## src/rtl/acc_seq_pkg.sv

```systemverilog
// Shared constants for the accumulator sequencer: state encodings and default widths.
package acc_seq_pkg;

    localparam int unsigned DefWidth = 16;
    localparam int unsigned DefCntW  = 4;

    localparam logic [2:0] StIdle = 3'd0;
    localparam logic [2:0] StClr  = 3'd1;
    localparam logic [2:0] StWait = 3'd2;
    localparam logic [2:0] StLoad = 3'd3;
    localparam logic [2:0] StAdd  = 3'd4;
    localparam logic [2:0] StFin  = 3'd5;
    localparam logic [2:0] StDone = 3'd6;

endpackage

```

## src/rtl/acc_sequencer.sv

```systemverilog
// Drives load/transfer strobes of the 16-bit accumulator for a burst of operands.
// Define ACC_SEQ_OVF_EN to build the sticky overflow shadow sum; otherwise ovf_o is tied low.
module acc_sequencer
    import acc_seq_pkg::*;
#(
    parameter int unsigned WIDTH = DefWidth,
    parameter int unsigned CNT_W = DefCntW
) (
    input  logic             clk_i,
    input  logic             clear_i,
    input  logic             start_i,
    input  logic [CNT_W-1:0] n_ops_i,
    input  logic             op_valid_i,
    input  logic [WIDTH-1:0] op_data_i,
    output logic             op_ready_o,
    output logic [WIDTH-1:0] acc_in_o,
    output logic             acc_load_o,
    output logic             acc_transf_o,
    output logic             acc_clear_n_o,
    input  logic [WIDTH-1:0] acc_out_i,
    output logic             busy_o,
    output logic             done_o,
    output logic [WIDTH-1:0] result_o,
    output logic             ovf_o
);

    logic [2:0]       state_q, state_d;
    logic [CNT_W-1:0] rem_q, rem_d;
    logic [WIDTH-1:0] acc_in_q, acc_in_d;
    logic [WIDTH-1:0] result_q, result_d;
    logic             clear_n_q, load_q, transf_q;

    always_comb begin
        state_d  = state_q;
        rem_d    = rem_q;
        acc_in_d = acc_in_q;
        result_d = result_q;
        case (state_q)
            StIdle: begin
                if (start_i) begin
                    rem_d   = n_ops_i;
                    state_d = StClr;
                end
            end
            StClr:  state_d = (rem_q == '0) ? StFin : StWait;
            StWait: begin
                if (op_valid_i) begin
                    acc_in_d = op_data_i;
                    state_d  = StLoad;
                end
            end
            StLoad: state_d = StAdd;
            StAdd: begin
                rem_d   = rem_q - CNT_W'(1);
                state_d = (rem_q > CNT_W'(1)) ? StWait : StFin;
            end
            StFin: begin
                result_d = acc_out_i;
                state_d  = StDone;
            end
            StDone:  state_d = StIdle;
            default: state_d = StIdle;
        endcase
    end

    // Strobes are registered from the next state so each is a clean flop output.
    always_ff @(posedge clk_i) begin
        if (clear_i) begin
            state_q   <= StIdle;
            rem_q     <= '0;
            acc_in_q  <= '0;
            result_q  <= '0;
            clear_n_q <= 1'b1;
            load_q    <= 1'b0;
            transf_q  <= 1'b0;
        end else begin
            state_q   <= state_d;
            rem_q     <= rem_d;
            acc_in_q  <= acc_in_d;
            result_q  <= result_d;
            clear_n_q <= (state_d != StClr);
            load_q    <= (state_d == StLoad);
            transf_q  <= (state_d == StAdd);
        end
    end

`ifdef ACC_SEQ_OVF_EN
    logic [WIDTH:0] shadow_q, shadow_d;
    logic           ovf_q, ovf_d;

    always_comb begin
        shadow_d = shadow_q;
        ovf_d    = ovf_q;
        if (state_q == StClr) begin
            shadow_d = '0;
            ovf_d    = 1'b0;
        end else if (state_q == StAdd) begin
            shadow_d = shadow_q + {1'b0, acc_in_q};
            ovf_d    = ovf_q | shadow_d[WIDTH];
        end
    end

    always_ff @(posedge clk_i) begin
        if (clear_i) begin
            shadow_q <= '0;
            ovf_q    <= 1'b0;
        end else begin
            shadow_q <= shadow_d;
            ovf_q    <= ovf_d;
        end
    end

    assign ovf_o = ovf_q;
`else
    assign ovf_o = 1'b0;
`endif

    assign op_ready_o    = (state_q == StWait);
    assign busy_o        = (state_q != StIdle);
    assign done_o        = (state_q == StDone);
    assign acc_in_o      = acc_in_q;
    assign result_o      = result_q;
    assign acc_clear_n_o = clear_n_q;
    assign acc_load_o    = load_q;
    assign acc_transf_o  = transf_q;

endmodule

```

## config.mk

```make
export PLATFORM = sky130hd
export DESIGN_NAME = acc_sequencer
export DESIGN_NICKNAME = d
export VERILOG_FILES = /design/src/rtl/acc_seq_pkg.sv /design/src/rtl/acc_sequencer.sv
export SDC_FILE = /design/constraint.sdc
export NUM_CORES = 1
export LEC_CHECK = 0
export BUFFER_PORTS_ARGS = -buffer_cell sky130_fd_sc_hd__buf_2
export CAP_MARGIN = 0
export CORE_MARGIN = 4
export CORE_UTILIZATION = 45
export DETAILED_ROUTE_END_ITERATION = 6
export PLACE_DENSITY = 0.81
export REMOVE_ABC_BUFFERS = 1
export SETUP_SLACK_MARGIN = 0.02
export SLEW_MARGIN = 5
export SYNTH_ARGS = -nofsm -noshare
export SYNTH_HDL_FRONTEND = slang
export SYNTH_SLANG_ARGS = --single-unit
```

## constraint.sdc

```tcl
create_clock -name clk_i -period 1.6 [get_ports clk_i]
set_input_delay 0 -clock clk_i [delete_from_list [all_inputs] [get_ports clk_i]]
set_output_delay 0 -clock clk_i [all_outputs]
set_load 0.1 [all_outputs]
```

==> report_table.html, run 1 <==
<table>
<tr><th>Metric</th><th>Value</th></tr>
<tr><th colspan="2">Status</th></tr>
<tr><td>Outcome</td><td>complete, no violations</td></tr>
<tr><th colspan="2">Synth</th></tr>
<tr><td>Async S/R FF share, synth</td><td>0</td></tr>
<tr><td>Most frequent cell after synthesis</td><td>sky130_fd_sc_hd__nand2_1</td></tr>
<tr><td>Post-synthesis register bit count</td><td>42</td></tr>
<tr><td>Post-Syn Area</td><td>0.00169 mm²</td></tr>
<tr><td>Most used flip-flop cell after synthesis</td><td>sky130_fd_sc_hd__dfxtp_1</td></tr>
<tr><td>Dominant combinational cell family by area after synthesis</td><td>simple AND/OR/NAND/NOR gates</td></tr>
<tr><td>Leading cell types by count after synthesis</td><td>sky130_fd_sc_hd__nand2_1, sky130_fd_sc_hd__dfxtp_1, sky130_fd_sc_hd__a21oi_1, sky130_fd_sc_hd__clkbuf_1, sky130_fd_sc_hd__inv_1</td></tr>
<tr><td>Mux contribution to synthesized area</td><td>0.00668</td></tr>
<tr><td>Mapped Cells</td><td>about 210</td></tr>
<tr><td>Number of synthesized flops with an enable pin</td><td>0</td></tr>
<tr><td>Adder and majority gate portion of the synthesized area</td><td>0.0223</td></tr>
<tr><td>Share of the synthesized netlist area taken by xor and xnor gates</td><td>0</td></tr>
<tr><td>Compound-gate portion of the synthesized area</td><td>0.159</td></tr>
<tr><td>Simple-gate portion of the synthesized area</td><td>0.256</td></tr>
<tr><td>Cell types with the largest area share after synthesis</td><td>sky130_fd_sc_hd__dfxtp_1, sky130_fd_sc_hd__nand2_1, sky130_fd_sc_hd__a21oi_1</td></tr>
<tr><td>Average cell area after synthesis</td><td>between 8 and 9 µm²</td></tr>
<tr><td>Sequential-to-total area share from yosys stat</td><td>0.499</td></tr>
<tr><td>Count of synthesis-stage warnings from yosys</td><td>0</td></tr>
<tr><td>Cell taking the most area after synthesis</td><td>sky130_fd_sc_hd__dfxtp_1</td></tr>
<tr><td>Proportion of netlist area held by the largest area contributor</td><td>0.499</td></tr>
<tr><td>Post-synthesis cell type count</td><td>33</td></tr>
<tr><th colspan="2">Power and ir drop</th></tr>
<tr><td>Power after layout</td><td>between 4000 and 5000 µW</td></tr>
<tr><td>Gate power share</td><td>0.513</td></tr>
<tr><td>Net switching power</td><td>roughly 1900 µW</td></tr>
<tr><td>Switching share of power</td><td>0.474</td></tr>
<tr><td>Share of total power in sequential cells</td><td>0.320</td></tr>
<tr><td>Internal cell power</td><td>between 2000 and 2500 µW</td></tr>
<tr><td>Pwr Density</td><td>between 1500 and 2000 mW/mm²</td></tr>
<tr><td>Lkg Pwr</td><td>between 0.001 and 0.0015 µW</td></tr>
<tr><td>Share of total power in the clock network</td><td>0.168</td></tr>
<tr><td>Maximum resistive drop on vdd</td><td>roughly 1.9 mV</td></tr>
<tr><th colspan="2">Setup path</th></tr>
<tr><td>Critical path endpoint</td><td>rem_q[3]$_SDFFE_PP0P_</td></tr>
<tr><td>Type of destination of the critical path</td><td>flip-flop</td></tr>
<tr><td>Max Fanout on Critical Path</td><td>4</td></tr>
<tr><td>Worst EP arrival</td><td>around 1.7 ns</td></tr>
<tr><td>Worst reg2reg path endpoint</td><td>rem_q[3]$_SDFFE_PP0P_</td></tr>
<tr><td>R2R setup slack</td><td>just under 0.1 ns</td></tr>
<tr><td>Critical path startpoint</td><td>rem_q[2]$_SDFFE_PP0P_</td></tr>
<tr><td>Data required time of the worst path</td><td>about 1.8 ns</td></tr>
<tr><td>Worst Setup Path Type</td><td>reg2reg</td></tr>
<tr><td>Worst r2r src</td><td>rem_q[2]$_SDFFE_PP0P_</td></tr>
<tr><td>Reg2reg path depth</td><td>3</td></tr>
<tr><td>Crit start category</td><td>flip-flop</td></tr>
<tr><th colspan="2">Detailed routing</th></tr>
<tr><td>Final routed wirelength across all metal layers</td><td>5240 µm</td></tr>
<tr><td>Number of nets with antenna violations after detailed routing</td><td>0</td></tr>
<tr><td>Length of the first detailed-routing pass in iterations</td><td>4</td></tr>
<tr><td>Total number of vias</td><td>roughly 1900</td></tr>
<tr><td>Drt initial violations</td><td>130</td></tr>
<tr><td>Routed vias/inst</td><td>around 5.1</td></tr>
<tr><td>Wire per inst</td><td>14.1 µm</td></tr>
<tr><td>Number of design rule violations left after detail routing</td><td>0</td></tr>
<tr><th colspan="2">Floorplanning</th></tr>
<tr><td>Die Y</td><td>69.2 µm</td></tr>
<tr><td>Die extent in x</td><td>between 60 and 70 µm</td></tr>
<tr><td>Floorplan Core Area</td><td>about 0.0035 mm²</td></tr>
<tr><td>Initial standard-cell utilization of the core</td><td>0.486</td></tr>
<tr><td>Floorplan die area</td><td>approximately 0.0048 mm²</td></tr>
<tr><td>Cell row count</td><td>21</td></tr>
<tr><td>Ports</td><td>between 70 and 80</td></tr>
<tr><th colspan="2">Global route</th></tr>
<tr><td>Most heavily used metal layer in global routing</td><td>met2</td></tr>
<tr><td>Global-route usage over all layers</td><td>0.222</td></tr>
<tr><td>Number of global-route vias before repair</td><td>1849</td></tr>
<tr><td>Met1 GRT Util</td><td>0.235</td></tr>
<tr><td>Leftover overflow at the end of global routing</td><td>0</td></tr>
<tr><td>Met2 demand-to-capacity share in global routing</td><td>0.400</td></tr>
<tr><td>Met3 GRT Util</td><td>0.0754</td></tr>
<tr><td>First-pass GRT wire length</td><td>a little under 9000 µm</td></tr>
<tr><td>Number of antenna violations at the first check in global routing</td><td>0</td></tr>
<tr><td>Pin count of the biggest net entering global routing</td><td>33</td></tr>
<tr><th colspan="2">Place</th></tr>
<tr><td>Post-placement cell area</td><td>approximately 0.0022 mm²</td></tr>
<tr><td>Weighted congestion reported at the end of routability-driven placement</td><td>0.770</td></tr>
<tr><td>Placed wire-length estimate</td><td>approximately 3200 µm</td></tr>
<tr><td>Placed cell count</td><td>roughly 330</td></tr>
<tr><td>Port Buf Inserts</td><td>77</td></tr>
<tr><th colspan="2">Timing</th></tr>
<tr><td>Clock Skew</td><td>approximately 0.0057 ns</td></tr>
<tr><td>Final period util</td><td>0.940</td></tr>
<tr><td>RSZ-0062 raised after global routing</td><td>no</td></tr>
<tr><td>Min Hold Slack</td><td>about 0.016 ns</td></tr>
<tr><td>Max Clock Freq</td><td>665 MHz</td></tr>
<tr><td>Final setup violating endpoints</td><td>0</td></tr>
<tr><td>Hold Vio Cnt, Final</td><td>0</td></tr>
<tr><td>Final critical-path required period</td><td>~1.5 ns</td></tr>
<tr><td>Max-slew violation count</td><td>0</td></tr>
<tr><th colspan="2">Clock network</th></tr>
<tr><td>Buffers from clock root to sink, at most</td><td>2</td></tr>
<tr><td>CTS tree</td><td>built</td></tr>
<tr><td>Count of H-tree levels built during CTS</td><td>2</td></tr>
<tr><td>Clock transition time at the flip-flop clock pins of the worst setup and hold paths</td><td>0.08 ns</td></tr>
<tr><td>CTS Sinks</td><td>42</td></tr>
<tr><td>Later-pin clock latency in the skew report</td><td>around 0.30 ns</td></tr>
<tr><td>CTS resizes</td><td>0</td></tr>
<tr><td>Clk root buf</td><td>sky130_fd_sc_hd__clkbuf_8</td></tr>
<tr><td>Number of buffers added by the clock tree synthesis step</td><td>5</td></tr>
<tr><th colspan="2">Final layout</th></tr>
<tr><td>Antenna cell count</td><td>0</td></tr>
<tr><td>Count of fill cells added during filler insertion</td><td>280</td></tr>
<tr><td>Final-stage net count</td><td>~370</td></tr>
<tr><td>Number of standard cells in the layout, taps in and fillers out</td><td>~370</td></tr>
<tr><td>Post-synthesis to final-layout area growth</td><td>55.3%</td></tr>
<tr><td>Final Cell Area</td><td>about 0.0026 mm²</td></tr>
<tr><td>Ratio of cells with drive above 1 in the final layout</td><td>0.317</td></tr>
<tr><td>Utilization after layout</td><td>0.755</td></tr>
<tr><th colspan="2">Flow run</th></tr>
<tr><td>Max-capacitance violation count</td><td>0</td></tr>
<tr><th colspan="2">Min path</th></tr>
<tr><td>Hold Path Class</td><td>in2reg</td></tr>
</table>
-- worst min path at each step --
stage | startpoint | end | slack (ns) | cells past startpoint
6_report | n_ops_i[0] | rem_q[0]$_SDFFE_PP0P_ | 0.02 | 3
5_1_grt | clear_i | result_o[0]$_SDFFE_PP0P_ | 0.02 | 2
4_1_cts | n_ops_i[0] | rem_q[0]$_SDFFE_PP0P_ | 0.008 | 3
3_5_place_dp | op_data_i[10] | acc_in_o[10]$_SDFFE_PP0P_ | 0.25 | 3
3_3_place_gp | op_data_i[10] | acc_in_o[10]$_SDFFE_PP0P_ | 0.24 | 3
2_1_floorplan | clear_i | acc_in_o[0]$_SDFFE_PP0P_ | 0.07 | 1
-- final cells by class --
type,count,area (µm²),area share
Timing Repair Buffer,124,851,0.325
Sequential cell,42,841,0.321
Multi-Input combinational cell,145,758,0.289
Clock buffer,5,68.8,0.0263
Tap cell,46,57.6,0.0220
Inverter,6,22.5,0.00860
Clock inverter,3,21.3,0.00812
-- state kept, by name (all words and copies together), names as in the netlist --
| name | flops |
|---|---|
| acc_transf_o | 1 |
| rem_q | 4 |
| acc_load_o | 1 |
| result_o | 16 |
| acc_clear_n_o | 1 |
| acc_in_o | 16 |
| state_q | 3 |
-- placed cells by master, fill, tap and decap left out --
cell type / count
sky130_fd_sc_hd__mux2_2: 1
sky130_fd_sc_hd__clkbuf_8: 5
sky130_fd_sc_hd__nor4bb_2: 1
sky130_fd_sc_hd__clkinv_2: 1
sky130_fd_sc_hd__buf_2: 76
sky130_fd_sc_hd__o21ai_0: 1
sky130_fd_sc_hd__clkinv_4: 1
sky130_fd_sc_hd__o31a_1: 1
sky130_fd_sc_hd__nor4b_2: 1
sky130_fd_sc_hd__a211oi_1: 2
sky130_fd_sc_hd__nor2_1: 3
sky130_fd_sc_hd__ha_1: 3
sky130_fd_sc_hd__nor3b_1: 1
sky130_fd_sc_hd__or3b_2: 1
sky130_fd_sc_hd__buf_4: 12
sky130_fd_sc_hd__nand4bb_1: 2
sky130_fd_sc_hd__nor3_1: 1
sky130_fd_sc_hd__dfxtp_1: 42
sky130_fd_sc_hd__and3b_1: 1
sky130_fd_sc_hd__a2bb2oi_1: 2
sky130_fd_sc_hd__clkinvlp_4: 1
sky130_fd_sc_hd__and3_1: 2
sky130_fd_sc_hd__inv_1: 6
sky130_fd_sc_hd__dlygate4sd3_1: 34
sky130_fd_sc_hd__nand4_1: 1
sky130_fd_sc_hd__a2111oi_0: 1
sky130_fd_sc_hd__conb_1: 1
sky130_fd_sc_hd__a311oi_1: 1
sky130_fd_sc_hd__nand3_1: 4
sky130_fd_sc_hd__o311ai_0: 1
sky130_fd_sc_hd__a31oi_1: 4
sky130_fd_sc_hd__or4b_1: 2
sky130_fd_sc_hd__or4_1: 1
sky130_fd_sc_hd__a21oi_1: 34
sky130_fd_sc_hd__nand3b_1: 1
sky130_fd_sc_hd__or2_2: 1
sky130_fd_sc_hd__buf_12: 2
sky130_fd_sc_hd__nand2_1: 70
-- stage by stage --
stage                     TNS, ns  worst slack [ns]
after floorplan             -8.18            -0.502
after global placement          0             0.126
after detailed placement        0             0.103
after CTS                       0            0.0988
after global routing            0            0.0388
final                           0            0.0960
-- critical path, cell delays in order (launching register included) --
cell	delay [ns]
sky130_fd_sc_hd__dfxtp_1	0.33
sky130_fd_sc_hd__or4b_1	0.53
sky130_fd_sc_hd__or4_1	0.41
sky130_fd_sc_hd__a31oi_1	0.16
-- layer usage --
layer | part of all wire | vias to the layer above
met5 | 0 | -
met4 | 0.017 | 0
met3 | 0.063 | 11
met2 | 0.54 | 74
met1 | 0.38 | 886
li1 | - | 933
-- kinds of logic (layout without fill, tap and decap cells) --
group,count (synthesis),in the layout
fa+ha+maj,3,3
buf+inv,22,138
other cells,1,1
mux,1,1
flops,42,42
simple gates,93,93
compound gates,47,47
-- power by group through the flow --
stage          combinational, µW  clock (µW)  sequential, µW
2_1_floorplan                829           0            1910
3_5_place_dp                1980           0            1310
3_3_place_gp                1960           0            1300
6_report                    2070         676            1290
5_1_grt                     2190         746            1310
4_1_cts                     2050         698            1280
-- repair_timing --
action                                  CTS  global route
hold buffers                             34             0
endpoints found under the setup margin    0             0
setup buffers                             0             0
endpoints found under the hold margin    34             0
Power figures use the tool's default switching activity.
==> run 2: changes to the inputs <==
MAX_ROUTING_LAYER = met4   (was not set)
RECOVER_POWER = 50   (was not set)
==> run 2 against run 1 <==
  * Power fell by 0.50%
  * Largest cell class unchanged
  * Highest routed layer unchanged
  * Worst setup slack improved by 0.0039 ns
  * Clock power about the same
  * Hold slack lost 0.00060 ns
  * Combinational power barely moved
  * Global-route usage is 0.75 points higher
  * Critical endpoint unchanged
  * Critical path depth did not move
  * Clock skew down 0.00052 ns
  * Non-clock buffer count is the same
==> report_table.html, run 2 (synthesis results as in run 1) <==
<table>
<tr><th>Metric</th><th>Value</th></tr>
<tr><th colspan="2">Flow run</th></tr>
<tr><td>Max-capacitance violation count</td><td>0</td></tr>
<tr><th colspan="2">Detailed routing</th></tr>
<tr><td>Routed vias/inst</td><td>~5.1</td></tr>
<tr><td>Drt initial violations</td><td>124</td></tr>
<tr><td>Number of design rule violations left after detail routing</td><td>0</td></tr>
<tr><td>Total number of vias</td><td>approximately 1900</td></tr>
<tr><td>Number of nets with antenna violations after detailed routing</td><td>0</td></tr>
<tr><td>Wire per inst</td><td>14.1 µm</td></tr>
<tr><td>Length of the first detailed-routing pass in iterations</td><td>4</td></tr>
<tr><td>Final routed wirelength across all metal layers</td><td>5230 µm</td></tr>
<tr><th colspan="2">Timing</th></tr>
<tr><td>Max-slew violation count</td><td>0</td></tr>
<tr><td>Final setup violating endpoints</td><td>0</td></tr>
<tr><td>Hold Vio Cnt, Final</td><td>0</td></tr>
<tr><td>Max Clock Freq</td><td>roughly 670 MHz</td></tr>
<tr><td>Transition time at the pin with the least slew margin</td><td>0.561 ns</td></tr>
<tr><td>Min Hold Slack</td><td>about 0.016 ns</td></tr>
<tr><td>Worst setup margin</td><td>0.0999 ns</td></tr>
<tr><td>Final period util</td><td>0.938</td></tr>
<tr><td>Worst rel slew slack</td><td>0.627</td></tr>
<tr><td>Clock Skew</td><td>between 0.005 and 0.006 ns</td></tr>
<tr><td>RSZ-0062 raised after global routing</td><td>no</td></tr>
<tr><td>Final critical-path required period</td><td>about 1.5 ns</td></tr>
<tr><th colspan="2">Floorplanning</th></tr>
<tr><td>Die extent in x</td><td>69.2 µm</td></tr>
<tr><td>Ports</td><td>a little under 80</td></tr>
<tr><td>Initial standard-cell utilization of the core</td><td>0.486</td></tr>
<tr><td>Floorplan die area</td><td>~0.0048 mm²</td></tr>
<tr><td>Die Y</td><td>~69 µm</td></tr>
<tr><td>Cell row count</td><td>21</td></tr>
<tr><td>Floorplan Core Area</td><td>~0.0035 mm²</td></tr>
<tr><th colspan="2">Final layout</th></tr>
<tr><td>Utilization after layout</td><td>0.753</td></tr>
<tr><td>Antenna cell count</td><td>0</td></tr>
<tr><td>Post-synthesis to final-layout area growth</td><td>54.8%</td></tr>
<tr><td>Commonest non-fill, non-tap cells in the layout</td><td>sky130_fd_sc_hd__nand2_1, sky130_fd_sc_hd__dfxtp_1, sky130_fd_sc_hd__buf_2</td></tr>
<tr><td>Final-stage net count</td><td>367</td></tr>
<tr><td>Most common library cell in the layout ignoring fill and taps</td><td>sky130_fd_sc_hd__nand2_1</td></tr>
<tr><td>Ratio of cells with drive above 1 in the final layout</td><td>0.314</td></tr>
<tr><th colspan="2">Global route</th></tr>
<tr><td>Leftover overflow at the end of global routing</td><td>0</td></tr>
<tr><td>Number of antenna violations at the first check in global routing</td><td>0</td></tr>
<tr><td>Pin count of the biggest net entering global routing</td><td>33</td></tr>
<tr><td>Global-route usage over all layers</td><td>0.229</td></tr>
<tr><td>First-pass GRT wire length</td><td>around 8700 µm</td></tr>
<tr><td>Number of global-route vias before repair</td><td>1841</td></tr>
<tr><th colspan="2">Setup path</th></tr>
<tr><td>Worst EP arrival</td><td>between 1.5 and 2 ns</td></tr>
<tr><td>Data required time of the worst path</td><td>approximately 1.8 ns</td></tr>
<tr><td>Slowest CP cell</td><td>sky130_fd_sc_hd__or4b_1</td></tr>
<tr><td>Delay-heaviest family, CP</td><td>simple AND/OR/NAND/NOR gates</td></tr>
<tr><td>Cell Chain, Critical Path</td><td>or4b_1 &gt; or4_1 &gt; a31oi_1</td></tr>
<tr><td>Worst Setup Path Type</td><td>reg2reg</td></tr>
<tr><td>Crit start category</td><td>flip-flop</td></tr>
<tr><td>Slowest stage delay, CP</td><td>~0.53 ns</td></tr>
<tr><td>Max Fanout on Critical Path</td><td>4</td></tr>
<tr><td>Buffering stage count on the worst path with inverters included</td><td>0</td></tr>
<tr><td>Type of destination of the critical path</td><td>flip-flop</td></tr>
<tr><th colspan="2">Status</th></tr>
<tr><td>Outcome</td><td>complete, no violations</td></tr>
<tr><th colspan="2">Clock network</th></tr>
<tr><td>CTS resizes</td><td>0</td></tr>
<tr><td>CTS Sinks</td><td>42</td></tr>
<tr><td>Later-pin clock latency in the skew report</td><td>approximately 0.30 ns</td></tr>
<tr><td>CTS tree</td><td>built</td></tr>
<tr><td>Clock transition time at the flip-flop clock pins of the worst setup and hold paths</td><td>roughly 0.08 ns</td></tr>
<tr><td>Buffers from clock root to sink, at most</td><td>2</td></tr>
<tr><td>Number of buffers added by the clock tree synthesis step</td><td>5</td></tr>
<tr><td>Clk root buf</td><td>sky130_fd_sc_hd__clkbuf_8</td></tr>
<tr><td>Count of H-tree levels built during CTS</td><td>2</td></tr>
<tr><th colspan="2">Power and ir drop</th></tr>
<tr><td>Switching share of power</td><td>0.477</td></tr>
<tr><td>Share of total power in the clock network</td><td>0.168</td></tr>
<tr><td>Internal cell power</td><td>roughly 2100 µW</td></tr>
<tr><td>Pwr Density</td><td>about 1500 mW/mm²</td></tr>
<tr><td>Net switching power</td><td>around 1900 µW</td></tr>
<tr><td>Lkg Pwr</td><td>between 0.001 and 0.0015 µW</td></tr>
<tr><td>Gate power share</td><td>0.510</td></tr>
<tr><td>Maximum resistive drop on vdd</td><td>approximately 1.9 mV</td></tr>
<tr><td>Share of total power in sequential cells</td><td>0.321</td></tr>
<tr><th colspan="2">Place</th></tr>
<tr><td>Port Buf Inserts</td><td>between 70 and 80</td></tr>
<tr><td>Weighted congestion reported at the end of routability-driven placement</td><td>slightly below 0.8</td></tr>
<tr><td>Placed wire-length estimate</td><td>about 3200 µm</td></tr>
<tr><td>Placement-stage worst setup slack</td><td>0.103 ns</td></tr>
<tr><th colspan="2">Min path</th></tr>
<tr><td>Hold Path Class</td><td>in2reg</td></tr>
</table>
run 2: cell count changes in the layout (fill, tap and decap cells not counted):
cell	before	now
sky130_fd_sc_hd__buf_4	12	9
sky130_fd_sc_hd__buf_2	76	41
sky130_fd_sc_hd__clkbuf_2	0	37
sky130_fd_sc_hd__clkbuf_1	0	1
run 2: worst paths after layout:
kind	from	end	slack, ns	cells after the start
hold reg to reg	acc_in_o[9]$_SDFFE_PP0P_	acc_in_o[9]$_SDFFE_PP0P_	0.46	2
setup / recovery	rem_q[2]$_SDFFE_PP0P_	rem_q[3]$_SDFFE_PP0P_	0.1	3
setup reg to reg	rem_q[2]$_SDFFE_PP0P_	rem_q[3]$_SDFFE_PP0P_	0.1	3
hold / removal	n_ops_i[0]	rem_q[0]$_SDFFE_PP0P_	0.02	3
run 2: timing repair:
item | 4_1_cts | 5_1_grt
hold endpoints to repair | 34 | 0
setup buffers | 0 | 0
setup endpoints to repair | 0 | 0
hold buffers | 34 | 0
run 2: metrics by stage:
step | cell area, µm² | total power [µW] | setup TNS, ns | std cells
2_1_floorplan | 1620 | 2740 | -8.18 | 193
3_3_place_gp | 2190 | 3260 | 0 | 329
3_5_place_dp | 2190 | 3290 | 0 | 329
4_1_cts | 2620 | 4040 | 0 | 371
5_1_grt | 2610 | 4230 | 0 | 371
6_report | 2610 | 4010 | 0 | 371
run 2: area by class of cell:
class | count | area, µm²
tap | 46 | 57.6
inverter | 6 | 22.5
multi-input combinational | 145 | 758
sequential | 42 | 841
timing repair buffer | 124 | 842
fill | 283 | 857
clock inverter | 3 | 21.3
clock buffer | 5 | 68.8
run 2: metal layers:
metal,routed length (µm),track usage,share of wire,vias up
met5,0,-,0,-
met4,89,0.0868,0.017,0
met3,304,0.0754,0.058,11
met2,2800,0.399,0.54,73
met1,2040,0.240,0.39,870
li1,-,-,-,933
run 2: worst register-to-register path: stages, from the launching register on:
cell                      delay, ns
sky130_fd_sc_hd__dfxtp_1       0.33
sky130_fd_sc_hd__or4b_1        0.53
sky130_fd_sc_hd__or4_1         0.41
sky130_fd_sc_hd__a31oi_1       0.16
run 2: power groups by stage:
stage	logic [µW]	registers (µW)	clock network (µW)
after global placement	1960	1300	0
final	2050	1290	675
after detailed placement	1980	1310	0
after CTS	2050	1280	698
after global routing	2170	1310	746
after floorplan	829	1910	0
